**config.mk**
```make
export PLATFORM = sky130hd
export DESIGN_NAME = pkt_sched
export DESIGN_NICKNAME = d
export VERILOG_FILES = /design/src/rtl/pkt_sched_pkg.sv /design/src/rtl/sched_fifo.sv /design/src/rtl/pkt_sched.sv
export SDC_FILE = /design/constraint.sdc
export NUM_CORES = 1
export LEC_CHECK = 0
export ABC_AREA = 1
export CORE_MARGIN = 2
export CORE_UTILIZATION = 38
export DETAILED_ROUTE_END_ITERATION = 10
export PLACE_DENSITY = 0.57
export SKIP_LAST_GASP = 1
export SYNTH_ARGS = -nofsm -noshare
export SYNTH_HDL_FRONTEND = slang
export SYNTH_SLANG_ARGS = --single-unit
```
**constraint.sdc**
```tcl
create_clock -name clk -period 4.46 [get_ports clk]
set_clock_uncertainty 0.05 [all_clocks]
set_input_delay 0.892 -clock clk [delete_from_list [all_inputs] [get_ports clk]]
set_output_delay 0.892 -clock clk [all_outputs]
set_load 0.02 [all_outputs]
```
**src/rtl/pkt_sched_pkg.sv**
```systemverilog
// Shared types for the packet scheduler: slot state codes, round-robin pick helpers.
// Latency: n/a (types and pure functions only).
// Backpressure: n/a.
package pkt_sched_pkg;

    localparam int ADDR_W     = 32;
    localparam int MAX_PROCS  = 8;
    localparam int PROC_IDX_W = 3;

    typedef enum logic [2:0] {
        SLOT_IDLE = 3'd0,
        SLOT_ARM  = 3'd1,
        SLOT_RUN  = 3'd2,
        SLOT_DONE = 3'd3,
        SLOT_COOL = 3'd4
    } slot_state_e;

    typedef logic [MAX_PROCS-1:0] proc_mask_t;

    typedef struct packed {
        logic                  vld;
        logic [PROC_IDX_W-1:0] idx;
    } rr_pick_t;

    typedef struct packed {
        logic                  vld;
        logic [ADDR_W-1:0]     addr;
        logic [PROC_IDX_W-1:0] proc;
    } done_rpt_t;

    // First requester at or after ptr, wrapping modulo n. Scanning from the far
    // end lets the smallest offset overwrite any later candidate.
    function automatic rr_pick_t rr_pick(input proc_mask_t req,
                                         input logic [PROC_IDX_W-1:0] ptr,
                                         input int n);
        rr_pick_t              p;
        logic [PROC_IDX_W-1:0] c;
        p = '{vld: 1'b0, idx: '0};
        for (int k = MAX_PROCS - 1; k >= 0; k--) begin
            if (k < n) begin
                c = PROC_IDX_W'((int'(ptr) + k) % n);
                if (req[c]) begin
                    p = '{vld: 1'b1, idx: c};
                end
            end
        end
        return p;
    endfunction

    function automatic logic [PROC_IDX_W-1:0] rr_next(input logic [PROC_IDX_W-1:0] idx,
                                                      input int n);
        return (int'(idx) + 1 >= n) ? '0 : idx + PROC_IDX_W'(1);
    endfunction

endpackage

```
**src/rtl/sched_fifo.sv**
```systemverilog
// Packet-address FIFO using wrap-bit read/write pointers (no occupancy counter).
// Latency: a pushed entry is visible at the head from the next cycle.
// Backpressure: pushes while full and pops while empty are ignored.
module sched_fifo #(
    parameter int DEPTH = 4,
    parameter int W     = 32
) (
    input  logic         clk,
    input  logic         rst,
    input  logic         push_i,
    input  logic [W-1:0] push_dat_i,
    input  logic         pop_i,
    output logic [W-1:0] pop_dat_o,
    output logic         full_o,
    output logic         empty_o
);

    localparam int          AW      = $clog2(DEPTH);
    localparam logic [AW:0] PTR_ONE = {{AW{1'b0}}, 1'b1};

    logic [AW:0]  wr_ptr_q, wr_ptr_d;
    logic [AW:0]  rd_ptr_q, rd_ptr_d;
    logic [W-1:0] mem_q [DEPTH];
    logic         do_push, do_pop;

    always_comb begin
        // Same index with differing wrap bits means the writer has lapped the reader.
        full_o    = (wr_ptr_q[AW] != rd_ptr_q[AW]) && (wr_ptr_q[AW-1:0] == rd_ptr_q[AW-1:0]);
        empty_o   = (wr_ptr_q == rd_ptr_q);
        do_push   = push_i && !full_o;
        do_pop    = pop_i && !empty_o;
        wr_ptr_d  = do_push ? wr_ptr_q + PTR_ONE : wr_ptr_q;
        rd_ptr_d  = do_pop  ? rd_ptr_q + PTR_ONE : rd_ptr_q;
        pop_dat_o = mem_q[rd_ptr_q[AW-1:0]];
    end

    always_ff @(posedge clk or negedge rst) begin
        if (!rst) begin
            wr_ptr_q <= '0;
            rd_ptr_q <= '0;
        end else begin
            wr_ptr_q <= wr_ptr_d;
            rd_ptr_q <= rd_ptr_d;
        end
    end

    always_ff @(posedge clk) begin
        if (do_push) begin
            mem_q[wr_ptr_q[AW-1:0]] <= push_dat_i;
        end
    end

endmodule

```
**src/rtl/pkt_sched.sv**
```systemverilog
// Queues packet addresses and dispatches them round-robin to NUM_PROCS procs; reports completions.
// Latency: dispatch one edge after push at best; done strobe one edge after the slot reaches DONE.
// Backpressure: pkt_ready_o drops when the queue is full; done strobe cannot be stalled.
module pkt_sched
    import pkt_sched_pkg::*;
#(
    parameter int NUM_PROCS   = 2,
    parameter int QUEUE_DEPTH = 4
) (
    input  logic                        clk,
    input  logic                        rst,
    input  logic                        pkt_valid_i,
    input  logic [ADDR_W-1:0]           pkt_addr_i,
    output logic                        pkt_ready_o,
    output logic [NUM_PROCS-1:0]        start_o,
    output logic [NUM_PROCS*ADDR_W-1:0] pkt_addr_o,
    input  logic [NUM_PROCS-1:0]        proc_ready_i,
    output logic                        done_valid_o,
    output logic [ADDR_W-1:0]           done_addr_o,
    output logic [PROC_IDX_W-1:0]       done_proc_o,
    output logic                        busy_o
);

    slot_state_e           slot_q [NUM_PROCS];
    slot_state_e           slot_d [NUM_PROCS];
    logic [ADDR_W-1:0]     addr_q [NUM_PROCS];
    logic [ADDR_W-1:0]     addr_d [NUM_PROCS];
    logic [NUM_PROCS-1:0]  start_q, start_d;
    logic [PROC_IDX_W-1:0] disp_ptr_q, disp_ptr_d;
    logic [PROC_IDX_W-1:0] rep_ptr_q, rep_ptr_d;
    done_rpt_t             done_q, done_d;
    logic                  ready_en_q, ready_en_d;

    logic                  fifo_push, fifo_pop, fifo_full, fifo_empty;
    logic [ADDR_W-1:0]     fifo_dat;
    proc_mask_t            idle_mask, done_mask;
    rr_pick_t              disp_pick, rep_pick;
    logic                  disp_fire, rep_fire;
    logic                  any_active;

    // Gated by a flop cleared on reset so the loader sees no room while reset is held.
    assign pkt_ready_o = ready_en_q && !fifo_full;
    assign fifo_push   = pkt_valid_i && pkt_ready_o;
    assign fifo_pop    = disp_fire;

    sched_fifo #(
        .DEPTH (QUEUE_DEPTH),
        .W     (ADDR_W)
    ) u_fifo (
        .clk        (clk),
        .rst        (rst),
        .push_i     (fifo_push),
        .push_dat_i (pkt_addr_i),
        .pop_i      (fifo_pop),
        .pop_dat_o  (fifo_dat),
        .full_o     (fifo_full),
        .empty_o    (fifo_empty)
    );

    always_comb begin
        idle_mask  = '0;
        done_mask  = '0;
        any_active = 1'b0;
        for (int i = 0; i < NUM_PROCS; i++) begin
            idle_mask[i] = (slot_q[i] == SLOT_IDLE);
            done_mask[i] = (slot_q[i] == SLOT_DONE);
            if (slot_q[i] != SLOT_IDLE) begin
                any_active = 1'b1;
            end
        end
        disp_pick = rr_pick(idle_mask, disp_ptr_q, NUM_PROCS);
        rep_pick  = rr_pick(done_mask, rep_ptr_q, NUM_PROCS);
        disp_fire = !fifo_empty && disp_pick.vld;
        rep_fire  = rep_pick.vld;
    end

    always_comb begin
        disp_ptr_d = disp_fire ? rr_next(disp_pick.idx, NUM_PROCS) : disp_ptr_q;
        rep_ptr_d  = rep_fire  ? rr_next(rep_pick.idx, NUM_PROCS)  : rep_ptr_q;
        ready_en_d = 1'b1;
        done_d     = done_q;
        done_d.vld = rep_fire;
        for (int i = 0; i < NUM_PROCS; i++) begin
            slot_d[i]  = slot_q[i];
            addr_d[i]  = addr_q[i];
            start_d[i] = start_q[i];
            if (rep_fire && rep_pick.idx == PROC_IDX_W'(i)) begin
                done_d.addr = addr_q[i];
                done_d.proc = PROC_IDX_W'(i);
            end
            case (slot_q[i])
                SLOT_IDLE: begin
                    start_d[i] = 1'b0;
                    if (disp_fire && disp_pick.idx == PROC_IDX_W'(i)) begin
                        slot_d[i]  = SLOT_ARM;
                        addr_d[i]  = fifo_dat;
                        start_d[i] = 1'b1;
                    end
                end
                // The proc still shows ready from its previous packet here, so it is not trusted.
                SLOT_ARM: begin
                    slot_d[i]  = SLOT_RUN;
                    start_d[i] = 1'b1;
                end
                SLOT_RUN: begin
                    start_d[i] = 1'b1;
                    if (proc_ready_i[i]) begin
                        slot_d[i]  = SLOT_DONE;
                        start_d[i] = 1'b0;
                    end
                end
                SLOT_DONE: begin
                    start_d[i] = 1'b0;
                    if (rep_fire && rep_pick.idx == PROC_IDX_W'(i)) begin
                        slot_d[i] = SLOT_COOL;
                    end
                end
                SLOT_COOL: begin
                    start_d[i] = 1'b0;
                    slot_d[i]  = SLOT_IDLE;
                end
                default: begin
                    start_d[i] = 1'b0;
                    slot_d[i]  = SLOT_IDLE;
                end
            endcase
        end
    end

    always_ff @(posedge clk or negedge rst) begin
        if (!rst) begin
            for (int i = 0; i < NUM_PROCS; i++) begin
                slot_q[i] <= SLOT_IDLE;
                addr_q[i] <= '0;
            end
            start_q    <= '0;
            disp_ptr_q <= '0;
            rep_ptr_q  <= '0;
            done_q     <= '0;
            ready_en_q <= 1'b0;
        end else begin
            for (int i = 0; i < NUM_PROCS; i++) begin
                slot_q[i] <= slot_d[i];
                addr_q[i] <= addr_d[i];
            end
            start_q    <= start_d;
            disp_ptr_q <= disp_ptr_d;
            rep_ptr_q  <= rep_ptr_d;
            done_q     <= done_d;
            ready_en_q <= ready_en_d;
        end
    end

    always_comb begin
        pkt_addr_o = '0;
        for (int i = 0; i < NUM_PROCS; i++) begin
            pkt_addr_o[i*ADDR_W +: ADDR_W] = addr_q[i];
        end
    end

    assign start_o      = start_q;
    assign done_valid_o = done_q.vld;
    assign done_addr_o  = done_q.addr;
    assign done_proc_o  = done_q.proc;
    assign busy_o       = !fifo_empty || any_active;

endmodule
```
==> metrics <==
sequential area share after synthesis 69.2%; final hold violation count 0; Ant. Diodes 0; most frequent cell after synthesis nand2_1; Initial Utilization about two fifths; placer congestion estimate 0.796; YS warnings 0; die area between 0.02 and 0.03 mm²; Fin Setup TNS 0 ns; # nets final 994; Clock Latency Late Sink between 0.5 and 0.6 ns; Startpoint Class flip-flop; crit path kind flip-flop to output port; Max-slew headroom 22.2%; WP buf/inv 3; Place WS 1.30 ns; CTS tree yes; Worst Tran Pin Value roughly 1.2 ns; share of cells above drive strength 1 between 10 and 15%; Post CTS Setup Buffer Count 0; CP required ~3.5 ns; CTS buffer count 26; synth cell count leaders 149 x nand2_1, 128 x edfxtp_1, 115 x dfrtp_1; initial antenna violation count 0; Root Buffer clkbuf_16; ranking of synthesized cells by area edfxtp_1 40%, dfrtp_1 30%, nand2_1 5.8%; Worst VDD drop about 440 µV; Most used DFF post-synth edfxtp_1; drt total wl roughly 23,000 µm; DP Area 0.0113 mm²; ANT nets after route 0; crit path DAT around 2.7 ns; Mapped Avg Cell Area 11.8 µm²; Die Wd around 160 µm; chip height 164 µm; Slowest cell on crit path clkdlybuf4s50_1; asr flop ratio synth a little under half; Starting DRT DRC Count approximately 370; CTS Buffer Depth 3; Period minus WS final about 3.6 ns; number of flops mapped to enable cells by yosys ~130; max-slew violations 0; clock sink count 243; cell family with most CP delay buffers and inverters; most used cell along the critical path nand2_1; final setup vio count 0; largest net degree at the start of global routing 70; P_leak 4.81 nW; Via density ~4.9; via count roughly 6,400; post-cts sizing count 0; vias in the first global route approximately 6,300; final instance area approximately 0.012 mm²; CP Max Fanout 35; Achievable Freq around 270 MHz; Yosys top cell by area edfxtp_1; Synth Register Bits ~240; max incr delay on CP between 0.5 and 0.6 ns; Tot Pwr roughly 10 mW; DRC violations left 0; Post-Syn Instances 823; first-pass GRT wire length about 36,000 µm; post-route clock period utilization 81.8%; row cnt just under 60; Area growth, synth to finish 24.9%; GRT overflow 0; crit path cell chain buf_4, inv_2, nand2_1, nand2_1, nand3_4, nor2_1, nand2_1, clkdlybuf4s50_1; Hold Crit Class input port to asynchronous set/reset pin; max-cap violations 0; Setup WS post-layout 0.812 ns; CTS H-Tree Depth 1; post-DP HPWL about 15,000 µm; Cell Area, Synth ~0.0097 mm²; detailed-route wire length per cell ~18 µm; RSZ-0062 raised after global routing no; Pre-Repair DR Iteration Count 5; All-Layer GR Usage approximately 17%; Yosys cell types 35; input/output buffers ~140; Worst Setup End Kind output port; # IOs between 100 and 150; Worst-path clk slew around 0.060 ns; PD cells between 800 and 900 mW/mm²; area share of the largest cell type after synthesis 39.6%; status finished, final reports clean; CTS Hold Bufs 0; Core Area around 0.025 mm²
==> cell type report <==
class                           instances  area, µm²
Fill cell                            2307      13000
Inverter                               85        322
Clock inverter                         11        106
Tap cell                              330        413
Multi-Input combinational cell        453       2440
Timing Repair Buffer                  143       1430
Sequential cell                       243       6720
Clock buffer                           35        706
==> power breakdown <==
| group | internal [mW] | switching, mW | total [mW] |
|---|---|---|---|
| registers | 3.06 | 0.363 | 3.42 |
| logic | 1.62 | 2.87 | 4.48 |
| clock network | 1.22 | 0.842 | 2.06 |
==> worst paths after layout <==
check	depth (start not counted)	end	from	slack (ns)
worst max register to register	9	u_fifo.mem_q[3][7]$_DFFE_PP_	u_fifo.rd_ptr_q[1]$_DFFE_PN0P_	1.36
worst min-delay path	1	pkt_addr_o[26]$_DFFE_PN0P_	rst	0.45
min in group clk	2	done_addr_o[22]$_DFFE_PN0P_	done_addr_o[22]$_DFFE_PN0P_	0.45
max in group asynchronous	2	pkt_addr_o[2]$_DFFE_PN0P_	rst	3.15
worst min register to register	2	done_addr_o[22]$_DFFE_PN0P_	done_addr_o[22]$_DFFE_PN0P_	0.45
worst max-delay path	8	busy_o	u_fifo.rd_ptr_q[1]$_DFFE_PN0P_	0.81
==> cells by family after synthesis <==
family	after synthesis	synth area share, %
compound gates	192	13.2
xor+xnor	3	0.270
buf+inv	128	6.04
simple gates	250	10.6
fa+ha+maj	5	0.644
flops	243	69.2
other cells	2	0.0773
==> sequential cells by signal, summed over array words and instances (netlist names) <==
signal	count
disp_ptr_q	1
done_addr_o	32
done_proc_o	1
done_valid_o	1
pkt_addr_o	64
ready_en_q	1
rep_ptr_q	1
slot_q	6
start_o	2
u_fifo.mem_q	128
u_fifo.rd_ptr_q	3
u_fifo.wr_ptr_q	3
==> through the flow <==
| step | util, % | cells | hold slack, ns |
|---|---|---|---|
| 2_1_floorplan | - | 824 | 0.434 |
| 3_3_place_gp | 45.1 | 1254 | 0.430 |
| 3_5_place_dp | 45.1 | 1254 | 0.428 |
| 4_1_cts | 48.3 | 1300 | 0.448 |
| 5_1_grt | 48.3 | 1300 | 0.476 |
| 6_report | 48.3 | 1300 | 0.445 |
==> worst reg2reg max path, cell delays in order (launching register included) <==
cell	delay (ns)
dfrtp_1	0.32
buf_4	0.33
inv_2	0.33
nand2_1	0.13
nand2_1	0.11
nand2_1	0.08
o21ai_1	0.06
inv_1	0.12
nand2_1	0.29
nor2_4	0.89
==> layout by cell type, fill, tap and decap left out, types with 3 or more instances in the layout <==
master,instances
nand2_1,149
clkdlybuf4s50_1,137
edfxtp_1,128
dfrtp_1,114
inv_1,76
nor2_1,68
o21ai_0,68
o21ai_1,43
o22ai_1,32
clkbuf_16,27
o21ai_2,14
o221ai_1,14
nand2_2,13
o221ai_2,10
inv_2,8
o211ai_2,8
clkbuf_1,8
nand3_1,7
clkinv_2,6
ha_1,5
buf_4,5
nor2_4,4
conb_1,3
==> metal layers <==
metal	vias to the layer above	routed length (µm)	track usage [%]
met5	-	0	0
met4	0	318	3.63
met3	25	1110	2.53
met2	150	10700	27.7
met1	3112	10900	25.2
li1	3080	-	-
No activity file was read; power rests on OpenSTA's default activity.
